[src/rtl/vga_fb_arbiter.sv]
// vga_fb_arbiter: shares a single-port frame buffer between 2x-upscaled VGA scan-out and one writer
module vga_fb_arbiter #(
    parameter int WIDTH_COLOR = 12,
    parameter int WIDTH_POS = 10,
    parameter int FB_W = 320,
    parameter int FB_H = 240,
    parameter int ADDR_W = 17,
    parameter logic [WIDTH_COLOR-1:0] BORDER_COLOR = 12'h000
) (
    input  logic                   pixel_clk,
    input  logic                   rst,
    input  logic [WIDTH_POS-1:0]   xpos,
    input  logic [WIDTH_POS-1:0]   ypos,
    input  logic                   hsync_in,
    input  logic                   vsync_in,
    input  logic                   en_in,
    input  logic                   wr_valid,
    output logic                   wr_ready,
    input  logic [ADDR_W-1:0]      wr_addr,
    input  logic [WIDTH_COLOR-1:0] wr_data,
    output logic                   ram_en,
    output logic                   ram_we,
    output logic [ADDR_W-1:0]      ram_addr,
    output logic [WIDTH_COLOR-1:0] ram_wdata,
    input  logic [WIDTH_COLOR-1:0] ram_rdata,
    output logic [WIDTH_COLOR-1:0] color,
    output logic                   hsync_out,
    output logic                   vsync_out,
    output logic                   en_out,
    output logic                   frame_start,
    output logic                   oob_err
);
    localparam logic [WIDTH_POS-1:0] FBW = WIDTH_POS'(FB_W);
    localparam logic [WIDTH_POS-1:0] FBH = WIDTH_POS'(FB_H);
    localparam logic [ADDR_W-1:0] FBW_A = ADDR_W'(FB_W);
    localparam logic [ADDR_W:0] FB_N = (ADDR_W+1)'(FB_W * FB_H);

    logic [WIDTH_POS-1:0] fx, fy;
    logic in_fb, slot, rd_slot, wr_hit, wr_go, wr_oob;
    logic [ADDR_W-1:0] rd_addr, addr_q;
    logic [WIDTH_COLOR-1:0] wdata_q, pix_hold;
    logic s1_rd, s1_en, s1_in_fb, s1_hs, s1_vs, s1_fs;

    assign fx = xpos >> 1;
    assign fy = ypos >> 1;
    assign in_fb = (fx < FBW) && (fy < FBH);
    assign slot = en_in && in_fb && !xpos[0];
    assign rd_slot = !rst && slot;
    assign wr_ready = !rst && !slot;
    assign wr_hit = wr_ready && wr_valid;
    assign wr_go = wr_hit && ({1'b0, wr_addr} < FB_N);
    assign wr_oob = wr_hit && !({1'b0, wr_addr} < FB_N);
    assign rd_addr = ADDR_W'(fy) * FBW_A + ADDR_W'(fx);

    // BRAM port mux: scan-out reads win, writer fills the rest, idle holds address/data
    always_comb begin
        ram_en = rd_slot || wr_go;
        ram_we = wr_go;
        ram_addr = rst ? '0 : rd_slot ? rd_addr : wr_go ? wr_addr : addr_q;
        ram_wdata = rst ? '0 : wr_go ? wr_data : wdata_q;
    end

    // last driven address/data, reused on idle cycles; sticky out-of-range flag
    always_ff @(posedge pixel_clk) begin
        if (rst) begin
            addr_q <= '0;
            wdata_q <= '0;
            oob_err <= 1'b0;
        end else begin
            if (ram_en) begin
                addr_q <= ram_addr;
                wdata_q <= ram_wdata;
            end
            if (wr_oob) oob_err <= 1'b1;
        end
    end

    // two-stage scan-out pipeline; odd columns replay pix_hold for the horizontal doubling
    always_ff @(posedge pixel_clk) begin
        if (rst) begin
            {s1_rd, s1_en, s1_in_fb, s1_hs, s1_vs, s1_fs} <= '0;
            pix_hold <= '0;
            color <= '0;
            {hsync_out, vsync_out, en_out, frame_start} <= '0;
        end else begin
            s1_rd <= rd_slot;
            s1_en <= en_in;
            s1_in_fb <= in_fb;
            s1_hs <= hsync_in;
            s1_vs <= vsync_in;
            s1_fs <= (xpos == '0) && (ypos == '0);
            if (s1_rd) pix_hold <= ram_rdata;
            color <= !s1_en ? '0 : !s1_in_fb ? BORDER_COLOR : s1_rd ? ram_rdata : pix_hold;
            hsync_out <= s1_hs;
            vsync_out <= s1_vs;
            en_out <= s1_en;
            frame_start <= s1_fs;
        end
    end
endmodule

[config.mk]
export PLATFORM = sky130hd
export DESIGN_NAME = vga_fb_arbiter
export DESIGN_NICKNAME = d
export VERILOG_FILES = /design/src/rtl/vga_fb_arbiter.sv
export SDC_FILE = /design/constraint.sdc
export NUM_CORES = 1
export LEC_CHECK = 0
export CELL_PAD_IN_SITES_DETAIL_PLACEMENT = 1
export CELL_PAD_IN_SITES_GLOBAL_PLACEMENT = 1
export CORE_ASPECT_RATIO = 0.7
export CORE_UTILIZATION = 32
export DETAILED_ROUTE_END_ITERATION = 16
export GPL_TIMING_DRIVEN = 0
export PLACE_DENSITY_LB_ADDON = 0.1
export SLEW_MARGIN = 20
export SYNTH_ARGS = -nofsm -noshare
export SYNTH_HDL_FRONTEND = slang
export SYNTH_SLANG_ARGS = --single-unit
[constraint.sdc]
create_clock -name pixel_clk -period 2.9 [get_ports pixel_clk]
set_clock_uncertainty 0.05 [all_clocks]
set_input_delay 0.29 -clock pixel_clk [delete_from_list [all_inputs] [get_ports pixel_clk]]
set_output_delay 0.29 -clock pixel_clk [all_outputs]
set_load 0.01 [all_outputs]
==> metrics <==
Gate Count Post-Synth=337; port bufs=115; die area=9880 sq um; Final Power=0.00258 W; worst reg2reg startpoint=s1_rd; Setup Crit Path Kind=input pin to output pin; Syn. warnings=0; maximum operating frequency=340 MHz; largest area contributor in the netlist=dfxtp_1; failing checks=setup timing; router iterations before antenna repair=7; final critical path time including I/O delays and setup=2.94 ns; final core utilization=0.556; core area=9140 sq um; worst rel slew slack=0.498; RSZ-0062 raised after global routing=true; first-pass GRT wire length=16.7 mm; register area share after synthesis=0.422; Setup Slack @ Placement=-1.27 ns; Final Hold Fails=0; die height=83.5 um; DRT iter0 DRCs=128; hold bufs inserted after CTS=0; Sum Neg Setup Slack=-0.113 ns; Routed Antenna Nets=0; Slew @ Worst Pin=0.750 ns; CP max stage delay=0.40 ns; synthesized area per cell=9.00 sq um; critical path's most frequent cell=ha_4; commonest non-fill, non-tap cell in the layout=clkdlybuf4s50_1; n_diodes=0; Worst Path Max Fanout=4; asr flop ratio synth=0; IO Count=116; routed vias/inst=5.09; Critical Path AT=2.60 ns; Starting Density=0.332; Worst R2R End=color[8]; layout cells sized above 1=0.259; Post-Layout Cell Count=618; antenna violations before repair=0; Worst setup SP type=input pin; most frequent cells in the layout=69 x clkdlybuf4s50_1, 64 x dfxtp_1, 57 x nor2_1; gr ovfl total=0; top cells by area, synth=dfxtp_1 42%, nor2_1 7.4%, ha_1 7.0%; Sink Count=64; clock buffer count from CTS=9; NumNets Final=575; clock transition at the registers of the reported paths=0.05 ns; Residual DRC=0; status=finished, violations left; crit end category=output pin; fin worst setup slack=-0.0420 ns; Synth Cell Area=3030 sq um; P per Cell Area=508 nW/um^2; Avg WL per Cell=17.9 um; Worst Hold Class=input pin to flop; P_leak=2.01 nW; worst IR drop on VDD=0.278 mV; Syn Nets=423; vias in the first global route=3,265; worst setup path end=ram_addr[16]; CP Launch Point=ypos[2]; RePlAce Congestion=0.767; Row Count=29; filler instances=1,057; Top delay family on crit path=adder cells; CP bufs+invs=3; Worst path depth=12; CTS tree=done; pin count of the biggest net entering global routing=13; Root Driver=clkbuf_16; fin crit share=1.01; fin. max-slew vios=0; Skew-Pair Late Insertion Delay=0.33 ns; HPWL Detailed=7.74 mm; post-synthesis register bit count=64; Total Wirelength=11.1 mm; count of cell types in the netlist=53; total of max-cap violations=0; Clock Path Buffers=2; Die X=118 um; Reg2Reg Depth=3; crit-path cells=buf_8, ha_4, ha_4, fa_2, xor2_2, o2111ai_2, nor3_2, buf_4, nand4_1, xor2_1, a21oi_1, buf_2; routed vias=3,144; WP data required=2.56 ns; ys flop type=dfxtp_1; setup slack, reg-to-reg=1.37 ns; H-Tree Depth=3; EDFF count, synth=0; share of Yosys cell area claimed by the top area cell type=0.422; global-route usage over all layers=0.223; placed insts=576; P&R area growth vs syn=67.6%; CP max stage cell=fa_2; Final Setup Violations=3
-- power breakdown --
part	total, W	internal [W]	switching (W)
Clock	0.00100	0.000602	0.000400
Sequential	0.000919	0.000910	0.00000894
Combinational	0.000663	0.000338	0.000324
Total	0.00258	0.00185	0.000734
-- state kept, by name, summed over array words and instances, names as in the netlist, 12 cells and up --
register  flops
addr_q       17
color        12
pix_hold     12
wdata_q      12
-- per-stage QoR --
step / cell area (sq um) / hold slack [ns]
after floorplan: 3030 / 0.316
final: 5090 / 0.233
after global routing: 5090 / 0.238
after global placement: 4340 / 0.370
after detailed placement: 4340 / 0.380
after CTS: 4980 / 0.281
-- Yosys cell counts, types with 3 or more instances --
cell type  number
xor2_1          6
mux2i_1        12
inv_1           5
nor2b_1         8
o221a_2         4
ha_1           17
nand2_2         9
xnor2_1         4
nand2_1        21
nor2_1         60
buf_6           3
nand4_1         3
nor4_1          8
nor3_1          6
dfxtp_1        64
a211oi_1        5
clkbuf_1       10
a222oi_1        6
a21oi_1        35
o21ai_0         5
-- cell families (layout without fill, tap and decap cells) --
group,after synthesis,in the layout,share of synthesized area
simple gates,135,135,0.223
mux,12,12,0.0396
compound gates,75,75,0.167
flops,64,64,0.422
buf+inv,22,179,0.0359
fa+ha+maj,19,19,0.0833
xor+xnor,10,10,0.0289
-- worst min path at each step --
stage            start   endpoint  slack, ns  cells past startpoint
6_report       ypos[8]      s1_fs       0.23                      2
5_1_grt        ypos[8]      s1_fs       0.24                      2
4_1_cts        ypos[4]      s1_fs       0.28                      4
2_1_floorplan  ypos[9]      s1_fs       0.32                      1
3_3_place_gp     s1_hs  hsync_out       0.37                      1
3_5_place_dp     s1_vs  vsync_out       0.38                      1
-- worst register-to-register path, stage by stage (launching register included) --
cell	delay, ns
dfxtp_1	0.37
buf_1	0.59
mux2i_1	0.33
nor2_1	0.06
-- area by class of cell --
type,instances,area (sq um),share of cell area
Buffer,16,96.3,0.0189
Clock buffer,10,239,0.0470
Clock inverter,6,43.8,0.00861
Inverter,6,23.8,0.00467
Multi-Input combinational cell,251,1960,0.386
Sequential cell,64,1280,0.252
Tap cell,124,155,0.0305
Timing Repair Buffer,141,1280,0.253
-- metal layers --
| layer | up-vias | part of all wire | GRT usage |
|---|---|---|---|
| li1 | 1515 | - | - |
| met1 | 1513 | 0.45 | 0.275 |
| met2 | 108 | 0.47 | 0.373 |
| met3 | 8 | 0.075 | 0.0765 |
| met4 | 0 | 0.0087 | 0.0564 |
| met5 | - | 0 | 0 |
-- what timing repair did --
item / in CTS / in global routing
gates resized for setup: 137 / 24
buffers inserted: 20 / 6
setup endpoints to repair: 36 / 18
hold endpoints to repair: 0 / 0
pin swaps: 28 / 10
No activity file was read; power rests on OpenSTA's default activity.
